**src/rtl/axis_arb_pkg.sv**
```systemverilog
`default_nettype none
// ============================================================================
// Module      : axis_arb_pkg
// Description : Shared state encoding and sizing helper for the AXI4-Stream
//               packet arbiter.
// Revision    : 1.0 - initial release
// ============================================================================
package axis_arb_pkg;

    localparam logic [0:0] ST_IDLE  = 1'b0;
    localparam logic [0:0] ST_GRANT = 1'b1;

    // ceil(log2(n)), never below 1 so a 1-bit index always exists
    function automatic int clog2_min1(input int n);
        int r;
        r = 1;
        for (int i = 1; i < 32; i++) begin
            if ((1 << i) < n) begin
                r = i + 1;
            end
        end
        return r;
    endfunction

endpackage
`default_nettype wire

```
**src/rtl/axis_arb_rr_select.sv**
```systemverilog
`default_nettype none
// ============================================================================
// Module      : axis_arb_rr_select
// Description : Combinational round-robin priority encoder; picks the first
//               set request bit scanning from ptr upward, modulo S_COUNT.
// Revision    : 1.0 - initial release
// ============================================================================
module axis_arb_rr_select
    import axis_arb_pkg::*;
#(
    parameter int S_COUNT  = 4,
    parameter int ID_WIDTH = clog2_min1(S_COUNT)
) (
    input  logic [S_COUNT-1:0]  req,
    input  logic [ID_WIDTH-1:0] ptr,
    output logic                gnt_valid,
    output logic [ID_WIDTH-1:0] gnt_idx
);

    localparam logic [ID_WIDTH:0] c_s_count = (ID_WIDTH + 1)'(S_COUNT);

    logic [2*S_COUNT-1:0] w_req_dbl;
    logic [2*S_COUNT-1:0] w_req_shift;
    logic [S_COUNT-1:0]   w_rot;
    logic [ID_WIDTH-1:0]  w_off;
    logic                 w_any;
    logic [ID_WIDTH:0]    w_sum;

    // Rotating the doubled vector puts req[ptr] at bit 0
    assign w_req_dbl   = {req, req};
    assign w_req_shift = w_req_dbl >> ptr;
    assign w_rot       = w_req_shift[S_COUNT-1:0];

    always_comb begin
        w_off = '0;
        w_any = 1'b0;
        for (int j = S_COUNT - 1; j >= 0; j--) begin
            if (w_rot[j]) begin
                w_off = j[ID_WIDTH-1:0];
                w_any = 1'b1;
            end
        end
    end

    assign w_sum = {1'b0, ptr} + {1'b0, w_off};

    always_comb begin
        gnt_valid = w_any;
        if (w_sum >= c_s_count) begin
            gnt_idx = ID_WIDTH'(w_sum - c_s_count);
        end else begin
            gnt_idx = w_sum[ID_WIDTH-1:0];
        end
    end

endmodule
`default_nettype wire

```
**src/rtl/axis_packet_arbiter.sv**
```systemverilog
`default_nettype none
// ============================================================================
// Module      : axis_packet_arbiter
// Description : Packet-granular round-robin arbiter sharing one AXI4-Stream
//               output among S_COUNT inputs; tid carries the source index.
// Revision    : 1.0 - initial release
// ============================================================================
module axis_packet_arbiter
    import axis_arb_pkg::*;
#(
    parameter int S_COUNT     = 4,
    parameter int DATA_WIDTH  = 8,
    parameter bit KEEP_ENABLE = (DATA_WIDTH > 8),
    parameter int KEEP_WIDTH  = DATA_WIDTH / 8,
    parameter int USER_WIDTH  = 1,
    parameter int ID_WIDTH    = clog2_min1(S_COUNT)
) (
    input  logic                          clk,
    input  logic                          rst,
    input  logic [S_COUNT-1:0]            enable,
    input  logic [S_COUNT*DATA_WIDTH-1:0] s_axis_tdata,
    input  logic [S_COUNT*KEEP_WIDTH-1:0] s_axis_tkeep,
    input  logic [S_COUNT-1:0]            s_axis_tvalid,
    output logic [S_COUNT-1:0]            s_axis_tready,
    input  logic [S_COUNT-1:0]            s_axis_tlast,
    input  logic [S_COUNT*USER_WIDTH-1:0] s_axis_tuser,
    output logic [DATA_WIDTH-1:0]         m_axis_tdata,
    output logic [KEEP_WIDTH-1:0]         m_axis_tkeep,
    output logic                          m_axis_tvalid,
    input  logic                          m_axis_tready,
    output logic                          m_axis_tlast,
    output logic [ID_WIDTH-1:0]           m_axis_tid,
    output logic [USER_WIDTH-1:0]         m_axis_tuser,
    output logic                          busy,
    output logic [ID_WIDTH-1:0]           grant_id
);

    localparam logic [ID_WIDTH-1:0] c_last_idx = ID_WIDTH'(S_COUNT - 1);

    logic [0:0]            r_state;
    logic [0:0]            w_state_next;
    logic [ID_WIDTH-1:0]   r_ptr;
    logic [ID_WIDTH-1:0]   r_grant_id;
    logic                  r_busy;
    logic                  r_m_tvalid;
    logic [DATA_WIDTH-1:0] r_m_tdata;
    logic [KEEP_WIDTH-1:0] r_m_tkeep;
    logic                  r_m_tlast;
    logic [ID_WIDTH-1:0]   r_m_tid;
    logic [USER_WIDTH-1:0] r_m_tuser;

    logic [S_COUNT-1:0]    w_req;
    logic                  w_sel_valid;
    logic [ID_WIDTH-1:0]   w_sel_idx;
    logic                  w_out_ready;
    logic                  w_hs;
    logic                  w_hs_last;
    logic [KEEP_WIDTH-1:0] w_keep;

    assign w_req       = s_axis_tvalid & enable;
    assign w_out_ready = !r_m_tvalid || m_axis_tready;
    assign w_hs        = (r_state == ST_GRANT) && w_out_ready && s_axis_tvalid[r_grant_id];
    assign w_hs_last   = w_hs && s_axis_tlast[r_grant_id];

    axis_arb_rr_select #(
        .S_COUNT  (S_COUNT),
        .ID_WIDTH (ID_WIDTH)
    ) u_rr_select (
        .req       (w_req),
        .ptr       (r_ptr),
        .gnt_valid (w_sel_valid),
        .gnt_idx   (w_sel_idx)
    );

    generate
        if (KEEP_ENABLE) begin : g_keep
            assign w_keep = s_axis_tkeep[r_grant_id*KEEP_WIDTH +: KEEP_WIDTH];
        end else begin : g_no_keep
            logic w_unused_keep;
            assign w_unused_keep = ^s_axis_tkeep;
            assign w_keep        = '1;
        end
    endgenerate

    always_ff @(posedge clk) begin
        if (rst) begin
            r_state <= ST_IDLE;
        end else begin
            r_state <= w_state_next;
        end
    end

    always_comb begin
        w_state_next = r_state;
        case (r_state)
            ST_IDLE: begin
                if (w_sel_valid) begin
                    w_state_next = ST_GRANT;
                end
            end
            ST_GRANT: begin
                if (w_hs_last) begin
                    w_state_next = ST_IDLE;
                end
            end
            default: w_state_next = ST_IDLE;
        endcase
    end

    // Only the granted input ever sees ready; everything else is held off
    always_comb begin
        s_axis_tready = '0;
        if (r_state == ST_GRANT) begin
            s_axis_tready[r_grant_id] = w_out_ready;
        end
    end

    always_ff @(posedge clk) begin
        if (rst) begin
            r_ptr      <= '0;
            r_grant_id <= '0;
            r_busy     <= 1'b0;
            r_m_tvalid <= 1'b0;
        end else begin
            if (r_state == ST_IDLE && w_sel_valid) begin
                r_grant_id <= w_sel_idx;
                r_busy     <= 1'b1;
            end
            if (w_hs_last) begin
                r_busy <= 1'b0;
                r_ptr  <= (r_grant_id == c_last_idx) ? '0 : r_grant_id + 1'b1;
            end
            if (w_hs) begin
                r_m_tvalid <= 1'b1;
            end else if (m_axis_tready) begin
                r_m_tvalid <= 1'b0;
            end
        end
    end

    // Payload fields are meaningless while tvalid is low, so they carry no reset
    always_ff @(posedge clk) begin
        if (w_hs) begin
            r_m_tdata <= s_axis_tdata[r_grant_id*DATA_WIDTH +: DATA_WIDTH];
            r_m_tkeep <= w_keep;
            r_m_tlast <= s_axis_tlast[r_grant_id];
            r_m_tid   <= r_grant_id;
            r_m_tuser <= s_axis_tuser[r_grant_id*USER_WIDTH +: USER_WIDTH];
        end
    end

    assign m_axis_tdata  = r_m_tdata;
    assign m_axis_tkeep  = r_m_tkeep;
    assign m_axis_tvalid = r_m_tvalid;
    assign m_axis_tlast  = r_m_tlast;
    assign m_axis_tid    = r_m_tid;
    assign m_axis_tuser  = r_m_tuser;
    assign busy          = r_busy;
    assign grant_id      = r_grant_id;

endmodule
`default_nettype wire
```
**config.mk**
```make
export PLATFORM = sky130hd
export DESIGN_NAME = axis_packet_arbiter
export DESIGN_NICKNAME = d
export VERILOG_FILES = /design/src/rtl/axis_arb_pkg.sv /design/src/rtl/axis_arb_rr_select.sv /design/src/rtl/axis_packet_arbiter.sv
export SDC_FILE = /design/constraint.sdc
export NUM_CORES = 1
export LEC_CHECK = 0
export BUFFER_PORTS_ARGS = -buffer_cell sky130_fd_sc_hd__buf_2
export CORE_MARGIN = 5
export CORE_UTILIZATION = 37
export CTS_CLUSTER_DIAMETER = 150
export DETAILED_ROUTE_END_ITERATION = 10
export PLACE_DENSITY = 0.55
export SYNTH_ARGS = -nofsm -noshare
export SYNTH_HDL_FRONTEND = slang
export SYNTH_SLANG_ARGS = --single-unit
```
**constraint.sdc**
```tcl
create_clock -name clk -period 4.8 [get_ports clk]
set_input_delay 0.96 -clock clk [delete_from_list [all_inputs] [get_ports clk]]
set_output_delay 0.96 -clock clk [all_outputs]
set_load 0.02 [all_outputs]
```
==> results of run 1 <==
==> report_power, final <==
part	leakage, nW	switching [mW]	internal, mW	total (mW)
Sequential	0.946	0.0252	1.01	1.04
Combinational	1.62	0.192	0.117	0.309
Clock	0.137	0.352	0.410	0.761
==> layer usage <==
layer / vias up / part of all wire [%] / track usage (%)
met5: - / 0 / 0
met4: 0 / 1.8 / 7.40
met3: 18 / 6.4 / 3.50
met2: 129 / 46 / 28.6
met1: 2076 / 45 / 22.3
li1: 2169 / - / -
==> worst max-delay path, stage by stage (launching register included) <==
cell	delay (ns)
dfxtp_1	0.39
nor4_1	0.42
nand4_1	0.12
or3_1	0.45
nand2b_1	0.18
a221oi_1	0.23
ha_1	0.26
fa_1	0.22
nand4_1	0.13
nor4_1	0.56
o2111ai_2	0.23
a2111oi_4	0.49
o211ai_1	0.16
nor3_1	0.30
o41ai_1	0.10
==> metrics by stage <==
step	worst slack [ns]	utilization [%]	hold slack, ns
final	0.436	46.0	0.469
after global routing	0.0389	46.0	0.510
after CTS	0.360	46.0	0.473
after detailed placement	0.306	43.8	0.462
after global placement	0.411	43.8	0.466
after floorplan	0.707	-	0.448
==> path summary, 6_finish.rpt <==
check             startpoint           to  slack (ns)
setup / recovery   r_ptr[13]  grant_id[3]        0.44
hold / removal          busy         busy        0.47
setup reg to reg   r_ptr[13]  grant_id[3]        0.44
hold reg to reg         busy         busy        0.47
==> layout by cell type, fill, tap and decap left out, types with 13 or more instances in the layout <==
master,netlist,final
nand3_1,25,25
o21ai_0,41,41
xor2_1,25,25
nor2_1,18,18
nor4_1,15,15
xnor2_1,13,13
edfxtp_1,42,42
nand2_1,87,87
dfxtp_1,67,67
nand4_1,18,18
a21o_1,16,16
buf_2,4,130
==> cell families (layout without fill, tap and decap cells) <==
| family | count (synthesis) | after routing | synth area share (%) |
|---|---|---|---|
| AOI/OAI and AO/OA | 88 | 88 | 10.9 |
| xor gates and xnor gates | 38 | 38 | 6.29 |
| adders and majority gates | 9 | 9 | 2.27 |
| buffers and inverters | 37 | 165 | 3.31 |
| DFF | 109 | 109 | 49.2 |
| muxes | 15 | 15 | 5.47 |
| other | 1 | 1 | 0.0709 |
| and+or+nand+nor | 231 | 231 | 22.5 |
==> registers in the layout, indices dropped and copies added (netlist names) <==
| name | count |
|---|---|
| m_axis_tdata | 8 |
| m_axis_tid | 32 |
| r_state | 1 |
| m_axis_tuser | 1 |
| m_axis_tlast | 1 |
| m_axis_tvalid | 1 |
| r_ptr | 32 |
| busy | 1 |
| grant_id | 32 |
==> cell type report <==
cell class                 instances  area (um2)  area share, %
sequential                       109        2600           40.6
multi-input combinational        382        2510           39.3
timing repair buffer             141         733           11.4
clock buffer                      10         229           3.57
tap                              180         225           3.51
clock inverter                     6        72.6           1.13
inverter                           8        30.0          0.469
==> impl_metrics.yaml, run 1 <==
outcome:
  run_status: "complete, no violations"
detailed_routing:
  drc: 0
  wl_per_cell_um: 17.0
  detail-route-antenna-nets: 0
  finalWirelength_um: 14300
  post_drt_via_cell_ratio: 5.25
  drtPass1Iterations: 5
  drt_iter0_drc: 189
  vias: 4392
synthesis:
  ys_seq_area_share_pct: 49.2
  synth_area_um2: 5290
  synth_top_area_cell: "dfxtp_1"
  ys.flop_type: "dfxtp_1"
  yosysMostFrequentCell: "nand2_1"
  synth_async_sr_flop_share_pct: 0
  syn_nets: 592
  ys_warn_count: 0
  synth_top_area_share_pct: 25.4
  synth_cell_types: 54
  synth_common_cells: "nand2_1, dfxtp_1, edfxtp_1, o21ai_0"
  synth_edf_count: 42
  synth_area_leaders: "dfxtp_1, edfxtp_1, nand2_1"
  ys_ff_latch: 109
  avgSynthCellArea_um2: 10.0
  synthCells: 528
timing:
  max_slew_margin_pct: 43.6
  max_freq_ghz: 0.229
  worstMarginPinSlew_ns: 0.847
  skew_ns: 0.00687
  finalMaxSlewViolations: 0
  final-hold-violation-count: 0
  rsz0062_at_grt: "no"
  period_needed_ns: 4.36
  setup_tns_ns: 0
  min_period_over_period_pct: 90.9
  setup_violations: 0
power:
  peakVddDrop_mv: 0.205
  p_per_area_nw_per_um2: 329
  p_leak_nw: 2.70
  total_power_mw: 2.11
grt:
  grt_pass1_vias: 4334
  grt_start_max_net_pins: 44
  grt_pass1_wl_um: 22800
  globalRouteTotalUtil_pct: 17.4
  antenna_found_initial: 0
  gr-total-overflow: 0
floorplanning:
  rows: 43
  core_um2: 13900
  die_h_um: 130
  die_w_um: 130
  ios: 136
  start_util_pct: 37.9
  dieArea_um2: 16800
clock_network:
  cts_root_buf: "clkbuf_16"
  insertion_delay_ns: 0.36
  htreeDepth: 3
  numCtsBuffers: 9
  clk_path_buf_depth: 2
  cts.clk_slew.worst_paths_ns: 0.07
  cts_tree: "yes"
  cts_sinks: 109
  post_cts_buffers: 0
  cts_resized: 0
  ctsHoldBuffers: 0
setup_path:
  required_ns: 5.03
  worstSetupStartpointType: "flop"
  arrival_ns: 4.60
  cp-end-kind: "flop"
  crit_path_max_fanout: 7
  crit_type: "flop to flop"
  worstRegToRegCells: 14
placed_design:
  place_area_um2: 6110
  gp_congestion: 0.855
  hpwl_um: 10700
  dp.cells: 820
  portBuffers: 130
cells_and_area:
  nFillCells: 1360
  design_area_um2: 6410
  post_layout_nonfiller_instances: 836
  area_delta_synth_final_pct: 21.2
  antenna-diode-count: 0
  drive_above_1_share_pct: 27.0
  layout.nets: 715
min_path:
  min_path_type: "flop to flop"
  holdPathStages: 2
flow_run:
  cap_violations: 0
(Power assumes the default switching activity.)
==> inputs of run 2 (changes only) <==
--- a/config.mk
+++ b/config.mk
@@ -10,7 +10,6 @@
 export CORE_UTILIZATION = 37
 export CTS_CLUSTER_DIAMETER = 150
 export DETAILED_ROUTE_END_ITERATION = 10
-export PLACE_DENSITY = 0.55
 export SYNTH_ARGS = -nofsm -noshare
 export SYNTH_HDL_FRONTEND = slang
 export SYNTH_SLANG_ARGS = --single-unit
==> impl_metrics.yaml, run 2 (same netlist as run 1, synthesis figures left out) <==
setup_path:
  worstReg2RegStart: "r_ptr[13]"
  cp_common_cell: "or4_1"
  critPathMaxStageDelay_ns: 0.75
  worstPathCellList: "nor4_2 > nand4_1 > or3_1 > nand2b_1 > a221oi_1 > ha_1 > a21oi_1 > or4_1 > or4_1 > mux2i_1 > o211ai_1 > nor3_1 > buf_4 > o41ai_1"
  cp-end-kind: "flop"
  crit_path_max_fanout: 8
  cp-startpoint: "r_ptr[13]"
  required_ns: 5.02
  cp_top_family: "simple AND/OR/NAND/NOR gates"
  worstRegToRegCells: 14
  crit_path_end: "grant_id[3]"
  rr_endpoint: "grant_id[3]"
  cp_num_cells: 14
  arrival_ns: 4.60
  r2r_setup_slack_ns: 0.42
  worstSetupStartpointType: "flop"
  slowest_stage: "or4_1"
  crit_type: "flop to flop"
  crit_buf_inv: 1
power:
  p_per_area_nw_per_um2: 318
  p_leak_nw: 2.74
  total_power_mw: 2.05
  peakVddDrop_mv: 0.204
clock_network:
  cts.clk_slew.worst_paths_ns: 0.07
  cts_sinks: 109
  clk_path_buf_depth: 2
  post_cts_buffers: 0
  htreeDepth: 3
  cts_root_buf: "clkbuf_16"
  insertion_delay_ns: 0.35
  cts_tree: "yes"
  numCtsBuffers: 9
floorplanning:
  dieArea_um2: 16800
  start_util_pct: 37.9
  core_um2: 13900
  rows: 43
  die_w_um: 130
  ios: 136
  die_h_um: 130
placed_design:
  hpwl_um: 10700
  portBuffers: 130
  gp_congestion: 0.888
grt:
  grt_pass1_wl_um: 23000
  gr-total-overflow: 0
  grt_pass1_vias: 4452
  grt_start_max_net_pins: 45
  antenna_found_initial: 0
  globalRouteTotalUtil_pct: 17.5
timing:
  skew_ns: 0.00801
  setup_violations: 0
  max_slew_margin_pct: 41.4
  rsz0062_at_grt: "no"
  final-hold-violation-count: 0
  min_period_over_period_pct: 91.2
  worstMarginPinSlew_ns: 0.879
  setup_tns_ns: 0
  period_needed_ns: 4.38
  max_freq_ghz: 0.228
  finalMaxSlewViolations: 0
detailed_routing:
  wl_per_cell_um: 16.9
  drt_iter0_drc: 162
  drtPass1Iterations: 4
  detail-route-antenna-nets: 0
  post_drt_via_cell_ratio: 5.26
  drc: 0
  finalWirelength_um: 14300
  vias: 4432
cells_and_area:
  area_delta_synth_final_pct: 21.9
  antenna-diode-count: 0
  layout.nets: 721
  final_cell_mix: "buf_2, nand2_1, dfxtp_1"
  drive_above_1_share_pct: 27.8
  nFillCells: 1310
  layout_commonest_cell: "buf_2"
min_path:
  min_path_type: "flop to flop"
  hold_start: "busy"
flow_run:
  cap_violations: 0
outcome:
  run_status: "complete, no violations"
## run 2: cell types whose count changed in the layout (fill, tap and decap cells not counted), moves of 2 or more
cell	previous run	this run
clkinvlp_4	3	0
buf_4	11	16
clkinv_2	0	2
inv_6	0	2
## run 2: per-layer routing
metal / wire length (um) / global-route usage (%) / share of wire [%] / vias up
li1: - / - / - / 2183
met1: 6400 / 22.3 / 45 / 2148
met2: 6950 / 29.3 / 49 / 84
met3: 626 / 3.67 / 4.4 / 17
met4: 281 / 6.42 / 2.0 / 0
met5: 0 / 0 / 0 / -
## run 2: cell type report
cell class / instances / area (um2) / area share, %
flip-flops and latches: 109 / 2600 / 40.4
multi-input cells: 382 / 2520 / 39.1
repair buffers: 147 / 791 / 12.3
clock buffers: 11 / 243 / 3.77
well taps: 180 / 225 / 3.49
clock inverters: 5 / 33.8 / 0.524
inverters: 8 / 30.0 / 0.466
## run 2: what timing repair did
item,CTS,global route
hold buffers,0,0
setup endpoints to repair,0,2
gates resized for setup,0,1
## run 2: worst min-delay path by stage
stage / to / cells after the start
floorplan: r_ptr[28] / 2
global placement: busy / 2
detailed placement: busy / 2
CTS: busy / 2
global route: busy / 2
finish: busy / 2
## run 2: stage by stage
step	util [%]	cells	hold slack, ns	cell area [um2]	setup WS [ns]
after floorplan	-	528	0.448	5290	0.707
after global placement	44.2	826	0.448	6160	0.331
after detailed placement	44.2	826	0.450	6160	0.314
after CTS	46.2	842	0.462	6440	0.334
after global routing	46.3	842	0.502	6450	0.102
final	46.3	842	0.457	6450	0.422
## run 2: report_power, final
part           switching [mW]  internal [mW]  total [mW]
combinational           0.193          0.119       0.312
sequential             0.0249           1.01        1.04
clock                   0.334          0.369       0.703
## run 2: tightest hold or removal path: cells and delay by family, from the launching register on
kind | cells | cell delay, ns
AO/OA/AOI/OAI | 1 | 0.06
flip-flops | 1 | 0.31
buffers and inverters | 1 | 0.04
==> inputs of run 3 (changes only) <==
--- a/config.mk
+++ b/config.mk
@@ -5,10 +5,12 @@
 export SDC_FILE = /design/constraint.sdc
 export NUM_CORES = 1
 export LEC_CHECK = 0
+export ABC_AREA = 1
 export BUFFER_PORTS_ARGS = -buffer_cell sky130_fd_sc_hd__buf_2
 export CORE_MARGIN = 5
 export CORE_UTILIZATION = 37
 export CTS_CLUSTER_DIAMETER = 150
+export CTS_CLUSTER_SIZE = 10
 export DETAILED_ROUTE_END_ITERATION = 10
 export SYNTH_ARGS = -nofsm -noshare
 export SYNTH_HDL_FRONTEND = slang
==> impl_metrics.yaml, run 3 <==
power:
  p_per_area_nw_per_um2: 525
  p_leak_nw: 3.73
  peakVddDrop_mv: 0.313
synthesis:
  synth_edf_count: 42
  avgSynthCellArea_um2: 6.60
  ys_seq_area_share_pct: 38.3
  synth_cell_types: 43
  synth_top_area_share_pct: 19.7
  syn_nets: 1094
  synth_async_sr_flop_share_pct: 0
  synth_top_area_cell: "dfxtp_1"
  ys.flop_type: "dfxtp_1"
  yosysMostFrequentCell: "nand2_1"
  ys_warn_count: 0
  ys_ff_latch: 109
  synthCells: 1030
  synth_area_um2: 6800
  synth_area_leaders: "dfxtp_1, edfxtp_1, nand2_1"
  synth_common_cells: "nand2_1, nor2_1, inv_1, nand3_1, dfxtp_1"
clock_network:
  insertion_delay_ns: 0.35
  cts_tree: "yes"
  cts_sinks: 109
  cts_root_buf: "clkbuf_16"
  ctsHoldBuffers: 0
  htreeDepth: 3
  cts_resized: 0
  numCtsBuffers: 9
  cts.clk_slew.worst_paths_ns: 0.08
  clk_path_buf_depth: 2
  post_cts_buffers: 0
min_path:
  hold_start: "busy"
  min_path_type: "flop to flop"
placed_design:
  gp_congestion: 0.931
  place_area_um2: 7640
  hpwl_um: 16600
  dp.cells: 1369
  portBuffers: 130
setup_path:
  required_ns: 5.10
  crit_path_max_fanout: 14
  cp_common_cell: "nand2_1"
  cp-end-kind: "flop"
  worstReg2RegStart: "r_ptr[28]"
  crit_type: "flop to flop"
  slowest_stage: "dfxtp_1"
  worstSetupStartpointType: "flop"
  critPathMaxStageDelay_ns: 0.35
  cp-startpoint: "r_ptr[28]"
  arrival_ns: 4.63
outcome:
  run_status: "complete, no violations"
timing:
  period_needed_ns: 4.33
  setup_tns_ns: 0
  final-hold-violation-count: 0
  max_freq_ghz: 0.231
  rsz0062_at_grt: "no"
  min_period_over_period_pct: 90.2
  skew_ns: 0.0138
  finalMaxSlewViolations: 0
  max_slew_margin_pct: 24.7
  setup_violations: 0
  worstMarginPinSlew_ns: 1.13
grt:
  grt_pass1_vias: 6192
  grt_pass1_wl_um: 33600
  grt_start_max_net_pins: 44
  antenna_found_initial: 0
  gr-total-overflow: 0
  globalRouteTotalUtil_pct: 19.5
floorplanning:
  die_w_um: 146
  dieArea_um2: 21200
  start_util_pct: 37.7
  ios: 136
  die_h_um: 146
  rows: 49
  core_um2: 18000
flow_run:
  cap_violations: 0
cells_and_area:
  regArea_um2: 2600
  design_area_um2: 7940
  final_cell_mix: "nand2_1, nor2_1, buf_2"
  post_layout_nonfiller_instances: 1385
  layout.nets: 1215
  layout_commonest_cell: "nand2_1"
  antenna-diode-count: 0
  area_delta_synth_final_pct: 16.7
  drive_above_1_share_pct: 17.9
  nFillCells: 1963
  multiInputGateArea_um2: 3540
detailed_routing:
  drc: 0
  finalWirelength_um: 20800
  post_drt_via_cell_ratio: 4.84
  drtPass1Iterations: 5
  drt_iter0_drc: 452
  detail-route-antenna-nets: 0
  vias: 6710
  wl_per_cell_um: 15.0
run 3: cell count changes after synthesis, moves of 15 or more:
cell / change
nand3_1: +44
nand2_1: +214
nand2_2: +22
o22ai_1: +15
a21o_1: -16
inv_1: +120
nor2_1: +151
run 3: cell type report:
type,instances,area share (%)
Multi-Input combinational cell,753,44.6
Sequential cell,109,32.8
Timing Repair Buffer,134,8.58
Inverter,144,6.81
Tap cell,229,3.61
Clock buffer,10,2.89
Clock inverter,6,0.710
run 3: path summary, 6_finish.rpt:
kind | slack (ns) | depth (start not counted) | endpoint
hold / removal | 0.48 | 2 | busy
setup / recovery | 0.47 | 29 | grant_id[20]
setup reg to reg | 0.47 | 29 | grant_id[20]
hold reg to reg | 0.48 | 2 | busy
run 3: routing by layer:
layer  vias up  track usage [%]  share of wire [%]
li1       3518                -                  -
met1      3035             27.0                 47
met2       134             32.1                 47
met3        23             2.80                3.9
met4         0             4.94                1.7
met5         -                0                  0
run 3: critical path: cells and delay by family, from the launching register on:
kind	cells	cell delay [ns]
AO/OA/AOI/OAI	1	0.19
flip-flops	1	0.35
buffers and inverters	3	0.23
AND/OR/NAND/NOR	23	3.06
adder cells (fa/ha/maj)	2	0.44
run 3: kinds of logic (layout without fill, tap and decap cells):
kind of cell | Yosys count | count (layout) | share of synthesized area [%]
simple gates | 632 | 632 | 40.3
buf+inv | 168 | 294 | 9.93
flops | 109 | 109 | 38.3
compound gates | 95 | 95 | 7.60
xor+xnor | 16 | 16 | 2.06
fa+ha+maj | 9 | 9 | 1.77
other cells | 1 | 1 | 0.0551
run 3: through the flow:
step	total power [mW]	hold slack [ns]	worst slack, ns	utilization [%]
5_1_grt	4.51	0.509	0.0322	44.0
3_5_place_dp	3.47	0.469	0.262	42.4
6_report	4.17	0.478	0.470	44.0
3_3_place_gp	3.45	0.451	0.307	42.4
4_1_cts	4.18	0.487	0.403	44.0
2_1_floorplan	2.90	0.487	0.162	-
run 3: power breakdown:
| group | switching, mW | total (mW) | internal, mW | leakage (nW) |
|---|---|---|---|---|
| Combinational | 1.36 | 1.94 | 0.581 | 2.65 |
| Sequential | 0.251 | 1.51 | 1.26 | 0.943 |
| Clock | 0.356 | 0.719 | 0.363 | 0.137 |
